===== src/rtl/adc_scan_avg.sv =====
// Round-robin scanner for the 8-channel SPI ADC behind adc_capture: tags each returned
// sample with the channel issued two acks earlier and averages 2^AVG_LOG2 samples per channel.
module adc_scan_avg #(
  parameter int NUM_CH   = 8,
  parameter int DATA_W   = 12,
  parameter int AVG_LOG2 = 2,
  localparam int AW      = $clog2(NUM_CH)
) (
  input  logic              clk25,
  input  logic              rst,
  input  logic [NUM_CH-1:0] en_mask,
  input  logic              adc_ready,
  input  logic [DATA_W-1:0] d_signal,
  output logic              adc_ack,
  output logic [AW-1:0]     address,
  output logic              sample_strobe,
  output logic [AW-1:0]     sample_ch,
  input  logic [AW-1:0]     rd_ch,
  output logic [DATA_W-1:0] rd_data,
  output logic              rd_valid
);

  localparam int ACC_W = DATA_W + AVG_LOG2;
  localparam int CNT_W = AVG_LOG2 + 1;
  localparam logic [CNT_W-1:0] CNT_LAST = CNT_W'((1 << AVG_LOG2) - 1);

  typedef enum logic [1:0] {S_IDLE, S_WAIT_RDY, S_ACK, S_WAIT_LOW} state_t;

  state_t              r_state;
  logic                r_ack;
  logic [AW-1:0]       r_addr;
  logic [1:0]          r_prime;
  logic [AW-1:0]       r_tag_p0;
  logic [AW-1:0]       r_tag_p1;
  logic [ACC_W-1:0]    r_acc [NUM_CH];
  logic [CNT_W-1:0]    r_cnt [NUM_CH];
  logic [DATA_W-1:0]   r_result [NUM_CH];
  logic [NUM_CH-1:0]   r_valid;
  logic                r_strobe;
  logic [AW-1:0]       r_sample_ch;
  logic [DATA_W-1:0]   r_rd_data;
  logic                r_rd_valid;

  logic                w_take;
  logic                w_last;
  logic [ACC_W-1:0]    w_sum;

  // First enabled channel strictly above cur (wrapping); cur itself if it is the only one.
  function automatic logic [AW-1:0] f_next_ch(input logic [AW-1:0] cur,
                                              input logic [NUM_CH-1:0] mask);
    logic [AW-1:0] nxt;
    logic          found;
    logic [AW-1:0] c;
    nxt   = cur;
    found = 1'b0;
    for (int i = 1; i <= NUM_CH; i++) begin
      c = AW'((int'(cur) + i) % NUM_CH);
      if (!found && mask[c]) begin
        nxt   = c;
        found = 1'b1;
      end
    end
    return nxt;
  endfunction

  function automatic logic [DATA_W-1:0] f_avg_trunc(input logic [ACC_W-1:0] sum);
    return sum[ACC_W-1:AVG_LOG2];
  endfunction

  assign w_take = (r_state == S_ACK) && (r_prime == 2'd0) && en_mask[r_tag_p1];
  assign w_last = (r_cnt[r_tag_p1] == CNT_LAST);
  assign w_sum  = r_acc[r_tag_p1] + ACC_W'(d_signal);

  // p0: handshake FSM; tag pipe shifts on every ack
  always_ff @(posedge clk25 or posedge rst) begin
    if (rst) begin
      r_state  <= S_IDLE;
      r_ack    <= 1'b0;
      r_addr   <= '0;
      r_prime  <= 2'd0;
      r_tag_p0 <= '0;
      r_tag_p1 <= '0;
    end else begin
      r_ack <= 1'b0;
      case (r_state)
        S_IDLE: begin
          r_addr <= '0;
          if (|en_mask) begin
            r_addr  <= f_next_ch(AW'(NUM_CH - 1), en_mask);
            r_prime <= 2'd2;
            r_state <= S_WAIT_RDY;
          end
        end
        S_WAIT_RDY: begin
          if (adc_ready) begin
            r_ack   <= 1'b1;
            r_state <= S_ACK;
          end
        end
        S_ACK: begin
          r_addr   <= f_next_ch(r_addr, en_mask);
          r_tag_p0 <= r_addr;
          r_tag_p1 <= r_tag_p0;
          if (r_prime != 2'd0) r_prime <= r_prime - 2'd1;
          r_state  <= S_WAIT_LOW;
        end
        S_WAIT_LOW: begin
          if (!adc_ready) r_state <= (|en_mask) ? S_WAIT_RDY : S_IDLE;
        end
        default: r_state <= S_IDLE;
      endcase
    end
  end

  // p1: accumulate tagged samples, publish averages, registered read port
  always_ff @(posedge clk25 or posedge rst) begin
    if (rst) begin
      for (int i = 0; i < NUM_CH; i++) begin
        r_acc[i]    <= '0;
        r_cnt[i]    <= '0;
        r_result[i] <= '0;
      end
      r_valid     <= '0;
      r_strobe    <= 1'b0;
      r_sample_ch <= '0;
      r_rd_data   <= '0;
      r_rd_valid  <= 1'b0;
    end else begin
      r_strobe <= w_take && w_last;
      if (w_take) begin
        if (w_last) begin
          r_result[r_tag_p1] <= f_avg_trunc(w_sum);
          r_valid[r_tag_p1]  <= 1'b1;
          r_acc[r_tag_p1]    <= '0;
          r_cnt[r_tag_p1]    <= '0;
          r_sample_ch        <= r_tag_p1;
        end else begin
          r_acc[r_tag_p1] <= w_sum;
          r_cnt[r_tag_p1] <= r_cnt[r_tag_p1] + CNT_W'(1);
        end
      end
      for (int i = 0; i < NUM_CH; i++) begin
        if (!en_mask[i]) begin
          r_acc[i]   <= '0;
          r_cnt[i]   <= '0;
          r_valid[i] <= 1'b0;
        end
      end
      r_rd_data  <= r_result[rd_ch];
      r_rd_valid <= r_valid[rd_ch];
    end
  end

  assign adc_ack       = r_ack;
  assign address       = r_addr;
  assign sample_strobe = r_strobe;
  assign sample_ch     = r_sample_ch;
  assign rd_data       = r_rd_data;
  assign rd_valid      = r_rd_valid;

endmodule

===== config.mk =====
export PLATFORM = sky130hd
export DESIGN_NAME = adc_scan_avg
export DESIGN_NICKNAME = d
export VERILOG_FILES = /design/src/rtl/adc_scan_avg.sv
export SDC_FILE = /design/constraint.sdc
export NUM_CORES = 1
export LEC_CHECK = 0
export CORE_MARGIN = 3
export CORE_UTILIZATION = 45
export CTS_BUF_LIST = sky130_fd_sc_hd__clkbuf_8
export DETAILED_ROUTE_END_ITERATION = 8
export SETUP_SLACK_MARGIN = 0.2
export SYNTH_ARGS = -nofsm -noshare
export SYNTH_HDL_FRONTEND = slang
export SYNTH_SLANG_ARGS = --single-unit

===== constraint.sdc =====
create_clock -name clk25 -period 18.68 [get_ports clk25]
set_clock_uncertainty 0.15 [all_clocks]
set_input_delay 3.736 -clock clk25 [delete_from_list [all_inputs] [get_ports clk25]]
set_output_delay 3.736 -clock clk25 [all_outputs]
set_load 0.005 [all_outputs]

After elaboration in Yosys (flattened, before gate mapping)
Index checks and enable logic that the tools add are counted.
{ "classes": {"n_addsub": 11, "order_cmp": 14, "eq_ne": 25, "muxes": 133, "bitwise": 7, "reduce_logical": 50} }
{ "op_table": {"columns": ["op", "count"], "rows": [
  ["2-to-1 mux 112 bit", 2],
  ["2-to-1 mux 14 bit", 11],
  ["AND 112 bit", 1],
  ["bitwise mux 112 bit", 1],
  ["inverter 112 bit", 1],
  ["bitwise mux 96 bit", 1],
  ["2-to-1 mux 3 bit", 28],
  ["2-to-1 mux 1 bit", 57],
  ["2-to-1 mux 24 bit", 2],
  ["binary-select mux 14 bit (select 3 bit)", 1],
  ["demux 14 bit (select 3 bit)", 1],
  ["less-than comparator 3 x 4 -> 1 bit, second input constant", 10],
  ["binary-select mux 12 bit (select 3 bit)", 1],
  ["demux 12 bit (select 3 bit)", 1],
  ["2-to-1 mux 12 bit", 3],
  ["!= test 2 x 1 -> 1 bit, second input constant", 17],
  ["binary-select mux 1 bit (select 3 bit)", 10],
  ["AND 24 bit", 1],
  ["bitwise mux 24 bit", 1],
  ["inverter 24 bit", 1],
  ["AND reduction 2 bit", 10],
  ["logical AND 1 bit", 19],
  ["2-to-1 mux 8 bit", 2],
  ["adder 14 x 12 -> 14 bit", 1],
  ["other kinds (26)", 57]
]} }
{ "totals": {"ff_bits": 271, "inputBits": 26, "out_inout_bits": 21, "word_cells": 282} }

Logic depth before layout (Yosys ltp)
Gate-level depths: netlist of run 1.
{ "depth": {"ltp_word": 38, "depth_mapped": 16, "mapped_depth_nobuf": 13} }

Worst setup path before layout of run 1
Ideal clock, no wire load.
{ "synth_timing": {"kind": "in2reg", "startpoint": "input d_signal[0]", "endpoint": "register r_acc[110] (netlist name)", "setup_ns": 0.122, "arrival_time_ns": 6.102, "t_required_ns": 18.408, "path_slack_ns": 12.306, "cell_stages": 10, "path_buffers": 1, "cell_sequence": "ha_1 -> fa_1 -> a21o_1 -> a21oi_1 -> o21bai_1 -> a2111oi_2 -> nor4_1 -> or3_1 -> buf_2 -> a32o_1"} }
{ "synth_via": {"elab_chain_cells": 5} }
{ "synth_lines": {"columns": ["item", "line_no", "source"], "rows": [
  ["start, declared", "13", "input logic [DATA_W-1:0] d_signal,"],
  ["adder 14 x 12 -> 14 bit", "72", "assign w_sum = r_acc[r_tag_p1] + ACC_W'(d_signal);"],
  ["bitwise mux 112 bit", "138", "r_acc[r_tag_p1] <= w_sum;"],
  ["2-to-1 mux 112 bit", "131", "if (w_last) begin"],
  ["2-to-1 mux 112 bit", "130", "if (w_take) begin"],
  ["2-to-1 mux 14 bit", "143", "if (!en_mask[i]) begin"],
  ["end signal, assigned by index", "138", null],
  ["end, declared", "35", "logic [ACC_W-1:0] r_acc [NUM_CH];"]
]} }
No other way between the ends. The select of a mux whose other input is x is not followed.
A chain may end at the register's enable or synchronous reset.

Final worst setup path of run 1
{ "layout_timing": {"startpoint": "input d_signal[0]", "endpoint": "register r_result[44] (netlist name)"} }
{ "layout_via": {"elab_chain_cells": 2} }
{ "layout_lines": {"columns": ["item", "line_no", "source"], "rows": [
  ["adder 14 x 12 -> 14 bit", "72", null],
  ["bitwise mux 96 bit", "132", "r_result[r_tag_p1] <= f_avg_trunc(w_sum);"],
  ["end signal, assigned by index", "132", null],
  ["end, declared", "37", "logic [DATA_W-1:0] r_result [NUM_CH];"]
]} }
No other way between the ends.

==> impl_metrics.ini, run 1 <==
[critical_path]
critPathTopFamily = compound AO/OA/AOI/OAI gates
path_cells = clkdlybuf4s50_1, ha_1, fa_1, a21o_1, a21oi_1, o21bai_1, a2111oi_2, nor2_1, xnor2_1, o21ai_0
endpoint_kind = flop
path_class = in -> reg
crit_buf_inv = 1
crit_path_max_incr_delay_ps = 1010
cp-start-kind = input pin
critPathRequiredTime_ps = 18920
crit_fanout = 16
slowest_stage = xnor2_1
critPathArrivalTime_ps = 7330

[detailed_routing]
post_drt_wl_per_cell_um = 21.9
drc = 0
firstDrtPassIters = 7
routed_via_density = 5.93
ant_nets = 0
routed_wl_mm = 37.5
drt_first_iter_violations = 1062
via_count = 10100

[global_routing]
grt_overflow = 0
grt_usage_pct = 23.6
antenna_found_initial = 0
grt_pass1_wl_mm = 58.4
grt_max_degree = 149
first_global_vias = 10100

[run_status]
outcome = completed

[sta]
layout_worst_path_cycle_share_pct = 37.9
max_freq_ghz = 0.141
fin_crit_ps = 7080
hold_viol = 0
finalSetupViolCount = 0
worst_slew_margin_rel_pct = 12.2
maxSlewViolCount = 0
tns_ps = 0
worst_pin_slew_ps = 1310
rsz0062_at_grt = false

[final_layout]
final_core_util_pct = 52.1
fill_cells = 2677
regArea_mm2 = 0.00678
fin_nets = 1343
multi_input_area_mm2 = 0.00620
layout_common_cells = dfrtp_1, nand2_1, o21ai_0
drive_gt1_share_pct = 14.3
syn2layout_area_growth_pct = 12.3
insertedDiodeCount = 0
mostFrequentLayoutCell = dfrtp_1

[power_and_ir_drop]
p_int_mw = 1.08
p_sw_share_pct = 33.1
power.density_mw_per_mm2 = 106
p_leak_nw = 6.78
design_power_total_mw = 1.61
seqPwrFrac_pct = 39.6
peakVddDrop_uv = 54.5
clkPwrFrac_pct = 35.6
power_switching_mw = 0.532
p_comb_share_pct = 24.8

[floorplanning]
core_mm2 = 0.0292
rows = 62
dieArea_mm2 = 0.0322
num_io_pins = 47
start_util_pct = 46.4
die_h_um = 179
die_width_um = 179

[cts]
cts_hold_buffers = 0
clk_path_buf_depth = 3
numCtsBuffers = 47
cts_max_level = 2
cts_resized = 0
cts_tree = built
cts_sinks = 271
path_clk_slew_ps = 60
root_buffer = clkbuf_8
cts_setup_buffers = 0
clock_latency_ps = 570

[logic_synthesis]
synth.ff_latch_count = 271
yosys_warnings = 0
synthArstFlopShare_pct = 100
synth_cell_types = 76
synth_edf_count = 0
synth-seq-area-share_pct = 50.1
syn_inst = 1283
synth_flop_cell = dfrtp_1
synthesis.nets = 1331
syn_area_per_cell_um2 = 10.5
syn_area_mm2 = 0.0135

[job]
drv_cap = 0

[placement]
port_buffers = 46
dp_hpwl_mm = 22.6
gp_congestion = 0.825

[worst_hold_path]
worstHoldPathType = reg -> reg
cells by family (layout without fill, tap and decap cells):
logic type	count (synthesis)	count (layout)	synth area share, %
xor gates and xnor gates	14	14	0.907
AOI/OAI and AO/OA	332	332	16.5
DFF	271	271	50.1
adders and majority gates	22	22	2.09
muxes	103	103	11.7
and+or+nand+nor	411	411	14.6
buffers and inverters	130	174	4.08
sequential cells by signal (all words and copies together), names as in the netlist:
name and flops:
rd_data 12, r_prime 2, r_valid 8, adc_ack 1, sample_strobe 1, r_cnt 24
r_acc 112, r_state 2, sample_ch 3, address 3, r_tag_p0 3, r_result 96
r_tag_p1 3, rd_valid 1
cell type report:
type | instances | area share [%]
Clock buffer | 55 | 4.98
Clock inverter | 26 | 1.48
Inverter | 19 | 0.519
Multi-Input combinational cell | 882 | 40.8
Sequential cell | 271 | 44.7
Tap cell | 384 | 3.16
Timing Repair Buffer | 74 | 4.38
power by group through the flow:
stage	Combinational, mW	Sequential (mW)	Clock (mW)
finish	0.399	0.636	0.572
global route	0.431	0.639	0.610
CTS	0.397	0.635	0.585
detailed placement	0.396	0.645	0
global placement	0.394	0.645	0
floorplan	0.304	0.625	0
cells in the mapped netlist, types with 17 or more instances:
cell type	number	area (um2)
dfrtp_1	271	6780
nand2_1	179	672
o21ai_0	104	521
clkbuf_1	79	297
a22oi_1	52	390
a21oi_1	49	245
mux2_2	46	518
nor2_1	45	169
nand3_1	43	215
nor3_1	34	170
nor2b_1	30	188
a21boi_0	29	218
mux4_2	27	608
a32o_1	26	260
o31ai_1	23	173
ha_1	21	263
and2_1	20	125
inv_1	18	67.6
mux2i_1	17	170
worst min-delay path, delay by kind of cell (launching register included):
family	cells	cell delay [ps]
compound gates	1	60
flops	1	340
simple gates	1	40
through the flow:
step	instances	area, um2	setup WS (ps)	hold slack (ps)
detailed placement	1630	14200	11090	317
floorplan	1283	13500	7330	295
CTS	1711	15200	11680	330
global route	1711	15200	11380	343
global placement	1630	14200	11120	308
finish	1711	15200	11600	324
worst paths after layout:
check / cells after the start / slack [ps] / from / end
worst max register to register: 14 / 13270 / r_tag_p1[1]$_DFFE_PP0P_ / r_result[44]$_DFFE_PP0P_
worst max-delay path: 10 / 11600 / d_signal[0] / r_result[44]$_DFFE_PP0P_
max in group asynchronous: 4 / 12500 / rst / r_acc[26]$_DFFE_PP0P_
worst min-delay path: 2 / 320 / r_result[94]$_DFFE_PP0P_ / r_result[94]$_DFFE_PP0P_
worst min register to register: 2 / 320 / r_result[94]$_DFFE_PP0P_ / r_result[94]$_DFFE_PP0P_
min in group asynchronous: 2 / 3640 / rst / address[1]$_DFFE_PP0P_
layer usage:
metal | vias up | GRT usage, % | wire [um]
li1 | 4677 | - | -
met1 | 5090 | 34.2 | 17600
met2 | 322 | 37.3 | 17200
met3 | 60 | 3.37 | 1890
met4 | 0 | 6.64 | 799
met5 | - | 0 | 0
Power figures use the tool's default switching activity.
==> run 2: changes to the inputs <==
clock period = 6.1 ns   (was 18.68 ns; I/O delays follow)
==> impl_metrics.ini, run 2 (synthesis gave the netlist of run 1 again) <==
[final_layout]
top_regs = r_acc: 112 flops, r_result: 96 flops, r_cnt: 24 flops
fill_cells = 2714
insertedDiodeCount = 0
drive_gt1_share_pct = 14.9
design_area_mm2 = 0.0153
mostFrequentLayoutCell = dfrtp_1
layout_common_cells = dfrtp_1, nand2_1, o21ai_0
regMostFlops = r_acc
largest_register_ffs = 112
syn2layout_area_growth_pct = 12.9
fin_nets = 1349

[floorplanning]
core_mm2 = 0.0292
dieArea_mm2 = 0.0322
die_h_um = 179
start_util_pct = 46.4
die_width_um = 179
num_io_pins = 47
rows = 62

[detailed_routing]
via_count = 10100
post_drt_wl_per_cell_um = 21.8
highest_layer = met4
routed_wl_mm = 37.5
dr_wl_met2_mm = 17.7
drt_first_iter_violations = 894
drc = 0
firstDrtPassIters = 6
routed_via_density = 5.85
m1WireLength_mm = 17.1
ant_nets = 0
wl_met3_mm = 2.22

[cts]
cts_tree = built
clock_latency_ps = 570
cts_sinks = 271
clk_path_buf_depth = 3
path_clk_slew_ps = 60
root_buffer = clkbuf_8
cts_hold_buffers = 0
cts_setup_buffers = 0
numCtsBuffers = 48
cts_resized = 0
cts_max_level = 2

[sta]
worst_pin_slew_ps = 1120
tns_ps = 0
finalSetupViolCount = 0
max_freq_ghz = 0.205
fin_crit_ps = 4870
hold_viol = 0
layout_worst_path_cycle_share_pct = 79.9
rsz0062_at_grt = false
maxSlewViolCount = 0
worst_slew_margin_rel_pct = 24.8

[critical_path]
endpoint_kind = flop
path_cells = nor3b_4, buf_4, a22o_1, a221oi_1, nand3_1, ha_1, fa_1, a21o_1, a21oi_1, o21bai_1, a2111oi_2, nor4_1, nor3_1, o21ai_0
critPathArrivalTime_ps = 5130
cp-start-kind = flop
crit_buf_inv = 1
critPathRequiredTime_ps = 6350
crit_fanout = 20
r2r_end = r_result[10]$_DFFE_PP0P_
critPathTopFamily = compound AO/OA/AOI/OAI gates
crit_path_max_incr_delay_ps = 650
reg2reg_from = r_tag_p1[2]$_DFFE_PP0P_
r2r_slack_ps = 1230
critical_path.startpoint = r_tag_p1[2]$_DFFE_PP0P_
r2r_cells = 14
path_class = reg -> reg
slowest_stage = nor3_1

[placement]
port_buffers = 46
dp_hpwl_mm = 22.7
place_area_mm2 = 0.0143
gp_congestion = 0.821

[global_routing]
first_global_vias = 10000
grt_pass1_wl_mm = 58.8
grt_usage_pct = 23.8
grt_max_degree = 139
antenna_found_initial = 0
grt_overflow = 0

[worst_hold_path]
worstHoldPathType = reg -> reg
hold_path_depth = 2
worstHoldEndpoint = r_result[12]$_DFFE_PP0P_
hold_start = r_result[12]$_DFFE_PP0P_

[power_and_ir_drop]
power.density_mw_per_mm2 = 321
p_leak_nw = 6.83
p_sw_share_pct = 33.2
power_switching_mw = 1.63
p_comb_share_pct = 25.0
p_int_mw = 3.28
peakVddDrop_uv = 149
clkPwrFrac_pct = 35.3
seqPwrFrac_pct = 39.7

[run_status]
outcome = completed

[job]
drv_cap = 0
run 2: power groups by stage:
| stage | Sequential (mW) | Clock (mW) | Combinational (mW) |
|---|---|---|---|
| final | 1.95 | 1.73 | 1.23 |
| after global routing | 1.96 | 1.86 | 1.33 |
| after CTS | 1.94 | 1.77 | 1.22 |
| after detailed placement | 1.98 | 0 | 1.21 |
| after global placement | 1.97 | 0 | 1.21 |
| after floorplan | 1.91 | 0 | 0.932 |
run 2: worst reg2reg max path, stage by stage (launching register included):
cell and delay (ps):
dfrtp_1 610, nor3b_4 280, buf_4 260, a22o_1 220, a221oi_1 220, nand3_1 130, ha_1 230, fa_1 450
a21o_1 200, a21oi_1 220, o21bai_1 180, a2111oi_2 600, nor4_1 140, nor3_1 650, o21ai_0 180
run 2: metal layers:
layer,vias up,global-route usage [%]
li1,4704,-
met1,5024,33.5
met2,310,38.7
met3,44,4.24
met4,0,5.32
met5,-,0
run 2: final cells by class:
| class | count | area, um2 | area share [%] |
|---|---|---|---|
| clock buffers | 60 | 826 | 5.41 |
| clock inverters | 28 | 184 | 1.20 |
| inverters | 19 | 75.1 | 0.492 |
| multi-input cells | 882 | 6200 | 40.6 |
| flip-flops and latches | 271 | 6780 | 44.4 |
| well taps | 384 | 480 | 3.15 |
| repair buffers | 79 | 728 | 4.77 |
run 2: worst max-delay path by stage:
stage               slack, ps                        to  cells after the start
floorplan                1150         adc_ack$_DFF_PP0_                      1
global placement         1360     r_acc[96]$_DFFE_PP0P_                     10
detailed placement       1320     r_acc[82]$_DFFE_PP0P_                     14
CTS                      1320     r_acc[82]$_DFFE_PP0P_                     14
global route              820  r_result[70]$_DFFE_PP0P_                     14
finish                   1230  r_result[10]$_DFFE_PP0P_                     14
run 2: stage by stage:
| stage | total power, mW | cells | util, % | worst slack [ps] | hold slack [ps] |
|---|---|---|---|---|---|
| final | 4.90 | 1723 | 52.4 | 1230 | 324 |
| after global routing | 5.14 | 1723 | 52.4 | 819 | 345 |
| after CTS | 4.93 | 1723 | 52.4 | 1320 | 330 |
| after detailed placement | 3.19 | 1635 | 48.9 | 1320 | 317 |
| after global placement | 3.18 | 1635 | 48.9 | 1360 | 307 |
| after floorplan | 2.84 | 1283 | - | 1150 | 295 |
==> run 3: changes to the inputs <==
clock period = 5 ns   (was 6.1 ns; I/O delays follow)
==> impl_metrics.ini, run 3 (synthesis gave the netlist of run 1 again) <==
[floorplanning]
num_io_pins = 47
dieArea_mm2 = 0.0322
die_width_um = 179
core_mm2 = 0.0292
start_util_pct = 46.4
rows = 62
die_h_um = 179

[critical_path]
r2r_slack_ps = 640
path_class = reg -> reg
crit_fanout = 19
endpoint_kind = flop
critPathArrivalTime_ps = 4640
critPathRequiredTime_ps = 5290
slowest_stage = or3_1
cp-start-kind = flop
r2r_end = r_acc[12]$_DFFE_PP0P_
reg2reg_from = r_tag_p1[1]$_DFFE_PP0P_
critical_path.startpoint = r_tag_p1[1]$_DFFE_PP0P_
r2r_cells = 13
path_cells = nor3b_2, buf_4, a22o_1, a221oi_1, nand3_1, fa_1, a21o_1, a21oi_1, o21bai_1, a2111oi_2, nor4_1, or3_1, a32o_1
crit_path_max_incr_delay_ps = 530

[worst_hold_path]
worstHoldEndpoint = r_result[57]$_DFFE_PP0P_
hold_path_depth = 2
worstHoldPathType = reg -> reg
hold_start = r_result[57]$_DFFE_PP0P_

[cts]
clock_latency_ps = 570
cts_setup_buffers = 0
cts_sinks = 271
numCtsBuffers = 46
clk_path_buf_depth = 3
root_buffer = clkbuf_8
cts_tree = built
path_clk_slew_ps = 60
cts_max_level = 2

[final_layout]
stdcell_count = 1730
syn2layout_area_growth_pct = 13.3
top_regs = r_acc: 112 flops, r_result: 96 flops, r_cnt: 24 flops
largest_register_ffs = 112
regMostFlops = r_acc
mostFrequentLayoutCell = dfrtp_1
final_core_util_pct = 52.5
drive_gt1_share_pct = 15.6
design_area_mm2 = 0.0153
layout_common_cells = dfrtp_1, nand2_1, o21ai_0
insertedDiodeCount = 0
fin_nets = 1359

[placement]
gp_congestion = 0.907
place_area_mm2 = 0.0144
place_ws_ps = 572
port_buffers = 46
dp_hpwl_mm = 23.8
dp.cells = 1647

[detailed_routing]
drc = 0
post_drt_wl_per_cell_um = 22.4
routed_via_density = 6.00
drt_first_iter_violations = 1027
via_count = 10400
routed_wl_mm = 38.7
firstDrtPassIters = 7
ant_nets = 0

[sta]
worst_slew_margin_rel_pct = 37.0
tns_ps = 0
worst_hold_slack_ps = 326
max_freq_ghz = 0.230
worst_pin_slew_ps = 945
setup_slack_ps = 644
hold_viol = 0
finalSetupViolCount = 0
fin_crit_ps = 4360
maxSlewViolCount = 0
rsz0062_at_grt = false
layout_worst_path_cycle_share_pct = 87.1

[global_routing]
grt_pass1_wl_mm = 60.3
first_global_vias = 10200
grt_overflow = 0
antenna_found_initial = 0
grt_usage_pct = 24.3
grt_max_degree = 130

[job]
drv_cap = 0

[power_and_ir_drop]
peakVddDrop_uv = 314
p_leak_nw = 6.86
power.density_mw_per_mm2 = 390
design_power_total_mw = 5.98

[run_status]
outcome = completed
[run 3: cell types whose count changed in the layout (fill, tap and decap cells not counted), sizes merged]
cell / before / now
bufinv: 2 / 1
clkinv: 6 / 4
clkinvlp: 3 / 1
buf: 34 / 46
[run 3: metal layers]
metal  track usage (%)  routed length [um]
met1              34.7               17600
met2              38.0               17700
met3              4.09                2190
met4              7.89                1160
met5                 0                   0
[run 3: repair_timing]
item / in CTS / in global routing
hold buffers: 0 / 0
endpoints found under the setup margin: 0 / 10
gates resized for setup: 0 / 2
[run 3: power breakdown]
part	switching (mW)	total, mW	leakage, nW	internal, mW
logic	0.971	1.56	2.53	0.591
registers	0.0979	2.36	3.77	2.26
clock network	0.930	2.06	0.558	1.13
[run 3: worst max path at each step]
stage                                       end  slack, ps  cells after the start
after floorplan               adc_ack$_DFF_PP0_        270                      1
after global placement    r_acc[40]$_DFFE_PP0P_        570                     10
after detailed placement  r_acc[68]$_DFFE_PP0P_        570                     10
after CTS                 r_acc[68]$_DFFE_PP0P_        560                     12
after global routing      r_acc[68]$_DFFE_PP0P_        270                     13
final                     r_acc[12]$_DFFE_PP0P_        640                     13
[run 3: final cells by class]
type                            count  area, um2
Multi-Input combinational cell    882       6200
Sequential cell                   271       6780
Timing Repair Buffer               91        818
Fill cell                        2656      13800
Clock buffer                       60        826
Clock inverter                     23        139
Tap cell                          384        480
Inverter                           19       75.1
[run 3: worst max-delay path, delay by kind of cell, from the launching register on]
kind            cells  cell delay [ps]
fa+ha+maj           1              450
simple gates        4             1030
compound gates      7             1840
buf+inv             1              240
flops               1              490
